===== src/rtl/wps_stream_mux_if.sv =====
// Source-side and transmit-side signal bundle for the WPS read-path stream selector.
interface wps_stream_mux_if #(
   parameter int unsigned NUM_SRC = 4,
   parameter int unsigned SEL_W   = 2,
   parameter int unsigned DATA_W  = 288
);
   logic [NUM_SRC-1:0]        src_start_in;
   logic [NUM_SRC-1:0]        src_done_in;
   logic [NUM_SRC*DATA_W-1:0] src_data_in;
   logic [NUM_SRC-1:0]        src_valid_in;
   logic [NUM_SRC-1:0]        src_req_out;
   logic [DATA_W-1:0]         tx_data_out;
   logic                      tx_valid_out;
   logic                      tx_ready_in;
   logic [SEL_W-1:0]          active_src_out;
   logic                      busy_out;
   logic [31:0]               beat_count_out;
   logic                      err_overlap_out;

   // Selector side: consumes source streams and downstream ready, drives everything else.
   modport master (
      input  src_start_in, src_done_in, src_data_in, src_valid_in, tx_ready_in,
      output src_req_out, tx_data_out, tx_valid_out, active_src_out, busy_out,
      output beat_count_out, err_overlap_out
   );

   // Environment side: memory readers plus the width converter.
   modport slave (
      output src_start_in, src_done_in, src_data_in, src_valid_in, tx_ready_in,
      input  src_req_out, tx_data_out, tx_valid_out, active_src_out, busy_out,
      input  beat_count_out, err_overlap_out
   );
endinterface


===== src/rtl/wps_stream_mux.sv =====
// Session-based N-source stream selector with a 2-entry registered output buffer.
module wps_stream_mux #(
   parameter int unsigned NUM_SRC     = 4,
   parameter int unsigned SEL_W       = 2,
   parameter int unsigned DATA_W      = 288,
   parameter int unsigned DEFAULT_SRC = 0
) (
   input  logic             mem_clk,
   input  logic             mem_rst_n,
   wps_stream_mux_if.master bus
);
   localparam int unsigned CNT_W  = 32;
   localparam int unsigned FILL_W = 2;

   typedef enum logic [1:0] {
      ST_IDLE   = 2'd0,
      ST_ACTIVE = 2'd1,
      ST_DRAIN  = 2'd2
   } state_e;

   state_e              state_q, state_d;
   logic [SEL_W-1:0]    sel_q, sel_d;
   logic [FILL_W-1:0]   fill_q, fill_d;
   logic [DATA_W-1:0]   head_q, head_d;
   logic [DATA_W-1:0]   tail_q, tail_d;
   logic                tx_valid_q, tx_valid_d;
   logic [NUM_SRC-1:0]  req_q, req_d;
   logic                busy_q, busy_d;
   logic [CNT_W-1:0]    beat_cnt_q, beat_cnt_d;
   logic                err_q, err_d;

   logic                any_start_c;
   logic                found_c;
   logic [SEL_W-1:0]    win_c;
   logic                sel_valid_c;
   logic                sel_done_c;
   logic                sel_req_c;
   logic [DATA_W-1:0]   sel_data_c;
   logic                push_c;
   logic                pop_c;

   // Start arbitration (lowest index wins) and selected-source view.
   always_comb begin
      any_start_c = |bus.src_start_in;
      found_c     = 1'b0;
      win_c       = SEL_W'(DEFAULT_SRC);
      sel_valid_c = 1'b0;
      sel_done_c  = 1'b0;
      sel_req_c   = 1'b0;
      sel_data_c  = '0;
      for (int i = 0; i < int'(NUM_SRC); i++) begin
         if (bus.src_start_in[i] && !found_c) begin
            win_c   = SEL_W'(i);
            found_c = 1'b1;
         end
         if (sel_q == SEL_W'(i)) begin
            sel_valid_c = bus.src_valid_in[i];
            sel_done_c  = bus.src_done_in[i];
            sel_req_c   = req_q[i];
            sel_data_c  = bus.src_data_in[i*DATA_W +: DATA_W];
         end
      end
      push_c = (state_q == ST_ACTIVE) && sel_valid_c && sel_req_c;
      pop_c  = tx_valid_q && bus.tx_ready_in;
   end

   // Session state register.
   always_ff @(posedge mem_clk) begin
      if (!mem_rst_n) begin
         state_q <= ST_IDLE;
      end else begin
         state_q <= state_d;
      end
   end

   // Session next-state: drain leaves only once the buffer has been seen empty.
   always_comb begin
      state_d = state_q;
      case (state_q)
         ST_IDLE:   if (any_start_c) state_d = ST_ACTIVE;
         ST_ACTIVE: if (sel_done_c) state_d = ST_DRAIN;
         ST_DRAIN:  if (fill_q == '0) state_d = ST_IDLE;
         default:   state_d = ST_IDLE;
      endcase
   end

   // Buffer, selection, counters and status next values.
   always_comb begin
      head_d = head_q;
      tail_d = tail_q;
      fill_d = fill_q;
      case ({push_c, pop_c})
         2'b10: begin
            if (fill_q == '0) begin
               head_d = sel_data_c;
               fill_d = FILL_W'(1);
            end else begin
               tail_d = sel_data_c;
               fill_d = FILL_W'(2);
            end
         end
         2'b01: begin
            if (fill_q == FILL_W'(2)) head_d = tail_q;
            fill_d = fill_q - FILL_W'(1);
         end
         2'b11: begin
            if (fill_q == FILL_W'(2)) begin
               head_d = tail_q;
               tail_d = sel_data_c;
            end else begin
               head_d = sel_data_c;
            end
         end
         default: ;
      endcase
      tx_valid_d = (fill_d != '0);

      sel_d = sel_q;
      if ((state_q == ST_IDLE) && any_start_c) begin
         sel_d = win_c;
      end else if (state_d == ST_IDLE) begin
         sel_d = SEL_W'(DEFAULT_SRC);
      end

      beat_cnt_d = beat_cnt_q;
      if ((state_q == ST_IDLE) && any_start_c) begin
         beat_cnt_d = '0;
      end else if (push_c) begin
         beat_cnt_d = beat_cnt_q + CNT_W'(1);
      end

      req_d = '0;
      for (int i = 0; i < int'(NUM_SRC); i++) begin
         if ((state_d == ST_ACTIVE) && (fill_d != FILL_W'(2)) && (sel_d == SEL_W'(i))) begin
            req_d[i] = 1'b1;
         end
      end

      busy_d = (state_d != ST_IDLE);
      err_d  = (state_q != ST_IDLE) && any_start_c;
   end

   // Datapath and status registers.
   always_ff @(posedge mem_clk) begin
      if (!mem_rst_n) begin
         sel_q      <= SEL_W'(DEFAULT_SRC);
         fill_q     <= '0;
         head_q     <= '0;
         tail_q     <= '0;
         tx_valid_q <= 1'b0;
         req_q      <= '0;
         busy_q     <= 1'b0;
         beat_cnt_q <= '0;
         err_q      <= 1'b0;
      end else begin
         sel_q      <= sel_d;
         fill_q     <= fill_d;
         head_q     <= head_d;
         tail_q     <= tail_d;
         tx_valid_q <= tx_valid_d;
         req_q      <= req_d;
         busy_q     <= busy_d;
         beat_cnt_q <= beat_cnt_d;
         err_q      <= err_d;
      end
   end

   assign bus.src_req_out     = req_q;
   assign bus.tx_data_out     = head_q;
   assign bus.tx_valid_out    = tx_valid_q;
   assign bus.active_src_out  = sel_q;
   assign bus.busy_out        = busy_q;
   assign bus.beat_count_out  = beat_cnt_q;
   assign bus.err_overlap_out = err_q;
endmodule


===== src/flat_wrapper.sv =====
// flat-port wrapper written by rule: the top's interface ports become plain ports
module wps_stream_mux_flat 
#(
   parameter int unsigned NUM_SRC     = 4,
   parameter int unsigned SEL_W       = 2,
   parameter int unsigned DATA_W      = 288,
   parameter int unsigned DEFAULT_SRC = 0
)
  (mem_clk, mem_rst_n, bus_src_start_in, bus_src_done_in, bus_src_data_in, bus_src_valid_in, bus_tx_ready_in, bus_src_req_out, bus_tx_data_out, bus_tx_valid_out, bus_active_src_out, bus_busy_out, bus_beat_count_out, bus_err_overlap_out);
  wps_stream_mux_if #(.NUM_SRC(NUM_SRC), .SEL_W(SEL_W), .DATA_W(DATA_W)) bus_i ();
  input  logic mem_clk;
  input  logic mem_rst_n;
  input wire logic [$bits(bus_i.src_start_in)-1:0] bus_src_start_in;
  input wire logic [$bits(bus_i.src_done_in)-1:0] bus_src_done_in;
  input wire logic [$bits(bus_i.src_data_in)-1:0] bus_src_data_in;
  input wire logic [$bits(bus_i.src_valid_in)-1:0] bus_src_valid_in;
  input wire logic [$bits(bus_i.tx_ready_in)-1:0] bus_tx_ready_in;
  output wire logic [$bits(bus_i.src_req_out)-1:0] bus_src_req_out;
  output wire logic [$bits(bus_i.tx_data_out)-1:0] bus_tx_data_out;
  output wire logic [$bits(bus_i.tx_valid_out)-1:0] bus_tx_valid_out;
  output wire logic [$bits(bus_i.active_src_out)-1:0] bus_active_src_out;
  output wire logic [$bits(bus_i.busy_out)-1:0] bus_busy_out;
  output wire logic [$bits(bus_i.beat_count_out)-1:0] bus_beat_count_out;
  output wire logic [$bits(bus_i.err_overlap_out)-1:0] bus_err_overlap_out;
  assign bus_i.src_start_in = bus_src_start_in;
  assign bus_i.src_done_in = bus_src_done_in;
  assign bus_i.src_data_in = bus_src_data_in;
  assign bus_i.src_valid_in = bus_src_valid_in;
  assign bus_i.tx_ready_in = bus_tx_ready_in;
  assign bus_src_req_out = bus_i.src_req_out;
  assign bus_tx_data_out = bus_i.tx_data_out;
  assign bus_tx_valid_out = bus_i.tx_valid_out;
  assign bus_active_src_out = bus_i.active_src_out;
  assign bus_busy_out = bus_i.busy_out;
  assign bus_beat_count_out = bus_i.beat_count_out;
  assign bus_err_overlap_out = bus_i.err_overlap_out;
  wps_stream_mux #(.NUM_SRC(NUM_SRC), .SEL_W(SEL_W), .DATA_W(DATA_W), .DEFAULT_SRC(DEFAULT_SRC)) u_core (.mem_clk(mem_clk), .mem_rst_n(mem_rst_n), .bus(bus_i));
endmodule

===== config.mk =====
export PLATFORM = sky130hd
export DESIGN_NAME = wps_stream_mux_flat
export DESIGN_NICKNAME = d
export VERILOG_FILES = /design/src/rtl/wps_stream_mux_if.sv /design/src/rtl/wps_stream_mux.sv /design/src/flat_wrapper.sv
export SDC_FILE = /design/constraint.sdc
export NUM_CORES = 2
export LEC_CHECK = 0
export CAP_MARGIN = 20
export CORE_AREA = 4 4 580 582
export CTS_BUF_LIST = sky130_fd_sc_hd__clkbuf_8
export DETAILED_ROUTE_END_ITERATION = 6
export DIE_AREA = 0 0 584 586
export PLACE_DENSITY = 0.34
export REMOVE_ABC_BUFFERS = 1
export SETUP_SLACK_MARGIN = 0.2
export SYNTH_ARGS = -nofsm -noshare
export SYNTH_HDL_FRONTEND = slang
export SYNTH_SLANG_ARGS = --single-unit

===== constraint.sdc =====
create_clock -name mem_clk -period 3.77 [get_ports mem_clk]
set_input_delay 0.5655 -clock mem_clk [delete_from_list [all_inputs] [get_ports mem_clk]]
set_output_delay 0.5655 -clock mem_clk [all_outputs]
set_load 0.05 [all_outputs]

==> reports/qor.txt <==
status: completed
crit-path max FO: 64
Die Wd: 584 um
synth top area cells: dfxtp_1 41%, mux4_2 21%, a221oi_1 8.3%
WHS: 452 ps
vias in the first global route: 34.2k
CTS tree: built
final setup TNS: 0 ps
Tcrit/Tclk final: 87.9%
htree depth: 4
Ys Warns: 0
CP Class: reg2reg
post-layout min period: 3310 ps
Starting DRT DRC Count: 2634
r2r endpoint: u_core.bus.tx_data_out[82]
fin nets: 5814
Worst Hold End: u_core.tail_q[38]
Post-CTS Setup Bufs: 0
Slew @ Worst Pin: 1030 ps
pin count of the biggest net entering global routing: 161
RD Place Congestion: 0.833
slew margin rel.: 31.0%
Post-Synth Adder-Cell Area: 0.288%
antenna violations before repair: 168
routed len/inst: 29.2 um
#FFs+latches synth: 621
max-cap viol count: 0
CTS buffer count: 136
CP Launch Point: u_core.bus.active_src_out[0]
leak pwr: 17.6 nW
fraction of post-synthesis cell area in the top cell type by area: 40.9%
Slew Viols, Final: 0
Clock Pin Slew Worst Setup and Hold Paths: 60 ps
Yosys cell types: 52
main combinational cell family by area after synthesis: multiplexers
port bufs: 1495
crit-path leading delay family: simple AND/OR/NAND/NOR gates
final setup vio count: 0
area leader, netlist: dfxtp_1
sequential share of the synthesized area: 40.9%
peak supply drop: 0.208 mV
Cell Area, Synth: 30400 um^2
CTS Buffer Depth: 4
RSZ-0062 raised after global routing: no
Area Overhead vs Synth: 76.8%
CP Launch Type: flop
critical path endpoint category: flop
Top FF cell, synth: dfxtp_1
Post-synth EDFFs: 0
share of layout cells above drive strength 1: 13.8%
Hold Vio Cnt, Final: 0
Core Box Area: 330000 um^2
Initial Util: 9.20%
R2R setup slack: 460 ps
I/O pin cnt: 1496
xor/xnor share of the synthesized area: 0.577%
hold path startpoint: u_core.tail_q[38]
slowest cell on the critical path: dfxtp_4
worst-skew pair later-pin latency: 860 ps
Max stage delay on crit path: 420 ps
Worst R2R Start: u_core.bus.active_src_out[0]
Core Util, Final: 16.3%
Die Ht: 586 um
Syn Area/Cell: 9.57 um^2
overall power: 28.0 mW
1st-pass router iterations: 7
row cnt: 211
DRC: 0
Post-DRT Antenna Nets: 0
skew final: 57.7 ps
Peak Freq: 302 MHz
hold depth: 2
Crit path top cell by count: buf_12
Via Count: 33.7k
Critical Path AT: 4040 ps
Cell Pwr Density: 521 nW/um^2
clk sinks: 621
post-DR vias/cell: 3.70
HP Class: reg2reg
Total Wirelength: 267 mm
first-pass GRT wire length: 339 mm
Simple-Gate Fraction of Synth Area: 13.2%
Syn Inst Count: 3175
critical path cell sequence: buf_12, nand4b_1, o221ai_4, nand2_1, ha_1, nor2b_1, or3_4, buf_12, buf_12, a221oi_1, nor2_1
Root Driver: clkbuf_8
asr flop ratio synth: 0%
Reg2Reg Depth: 11
Post-DP HPWL: 221 mm
grt ovf: 0
Die Area: 342000 um^2
Compound-Gate Fraction of Synth Area: 18.7%
mux contribution to synthesized area: 21.4%
worst path bufs/invs: 3
total global routing track utilization: 14.7%
Worst EP required: 4500 ps
[worst reg2reg max path, stage by stage, from the launching register on]
cell      delay (ps)
dfxtp_4          420
buf_12           310
nand4b_1         230
o221ai_4         110
nand2_1          190
ha_1             300
nor2b_1          180
or3_4            380
buf_12           200
buf_12           420
a221oi_1         380
nor2_1            90
[flip-flops by register name, indices dropped and copies added, names as in the netlist]
signal / count
u_core.bus.tx_data_out: 288
u_core.tail_q: 288
u_core.bus.beat_count_out: 32
u_core.bus.src_req_out: 4
u_core.bus.active_src_out: 2
u_core.fill_q: 2
u_core.state_q: 2
u_core.bus.busy_out: 1
u_core.bus.err_overlap_out: 1
u_core.bus.tx_valid_out: 1
[placed cells by master, fill, tap and decap left out, types with 7 or more instances in the layout]
cell | Yosys | final
dfxtp_1 | 621 | 619
and3_1 | 8 | 8
buf_12 | 0 | 41
nor2_1 | 316 | 315
a221oi_1 | 289 | 289
nor3_1 | 9 | 9
clkbuf_8 | 0 | 154
inv_1 | 10 | 66
a21oi_1 | 305 | 305
mux4_2 | 289 | 289
nand2_1 | 592 | 591
nand4_1 | 15 | 15
clkdlybuf4s50_1 | 0 | 1479
nand3_1 | 15 | 15
buf_4 | 16 | 129
ha_1 | 7 | 7
o21ai_0 | 294 | 294
diode_2 | 0 | 27
or3_1 | 8 | 7
xor2_1 | 17 | 17
[worst max path at each step]
| stage | end | cells past startpoint |
|---|---|---|
| 3_3_place_gp | u_core.bus.tx_data_out[232] | 11 |
| 5_1_grt | u_core.bus.tx_data_out[221] | 11 |
| 4_1_cts | bus_active_src_out[1] | 2 |
| 2_1_floorplan | u_core.tail_q[0] | 7 |
| 6_report | u_core.bus.tx_data_out[82] | 11 |
| 3_5_place_dp | u_core.bus.tx_data_out[82] | 11 |
[where the power goes]
| part | internal [mW] | total (mW) | switching, mW |
|---|---|---|---|
| Sequential | 7.61 | 8.33 | 0.717 |
| Combinational | 4.17 | 12.1 | 7.96 |
| Clock | 4.01 | 7.51 | 3.50 |
[cell type report]
type / instances / area, um^2
diodes: 27 / 67.6
clock buffers: 154 / 2120
clock inverters: 76 / 465
fillers: 36906 / 277000
inverters: 10 / 45.0
multi-input cells: 2220 / 16500
flip-flops and latches: 621 / 12400
well taps: 4366 / 5460
repair buffers: 1651 / 16600
[synthesized netlist by cell type (9+ instances only)]
library cell / n
nand3_1: 15
dfxtp_1: 621
nor3_1: 9
o21ai_0: 294
nor2_1: 316
nand2_1: 592
nand4_1: 15
buf_4: 16
xor2_1: 17
buf_1: 17
buf_2: 61
buf_6: 12
a21oi_1: 305
clkbuf_1: 218
mux4_2: 289
inv_1: 10
a221oi_1: 289
[cells by family after synthesis]
family,Yosys count
simple gates,999
compound gates,905
flops,621
buf+inv,334
mux,289
xor+xnor,20
fa+ha+maj,7
[what timing repair did]
action                    in CTS  in global routing
gates resized for setup        0                  0
hold endpoints to repair      17                  0
hold buffers                   1                  0
[stage by stage]
step / std cells / setup WS [ps] / area [um^2]
after detailed placement: 8867 / 73.6 / 51100
after global routing: 9105 / 366 / 53700
final: 9125 / 456 / 53700
after global placement: 8867 / 111 / 51100
after floorplan: 2851 / -21030 / 28900
after CTS: 9098 / 418 / 53600
[layer usage]
| metal | vias to the layer above | wire, um | track usage [%] |
|---|---|---|---|
| li1 | 14805 | - | - |
| met1 | 16663 | 103000 | 17.1 |
| met2 | 1779 | 127000 | 25.0 |
| met3 | 373 | 29400 | 6.50 |
| met4 | 118 | 6520 | 3.32 |
| met5 | - | 778 | 0 |
No activity file was read; power rests on OpenSTA's default activity.
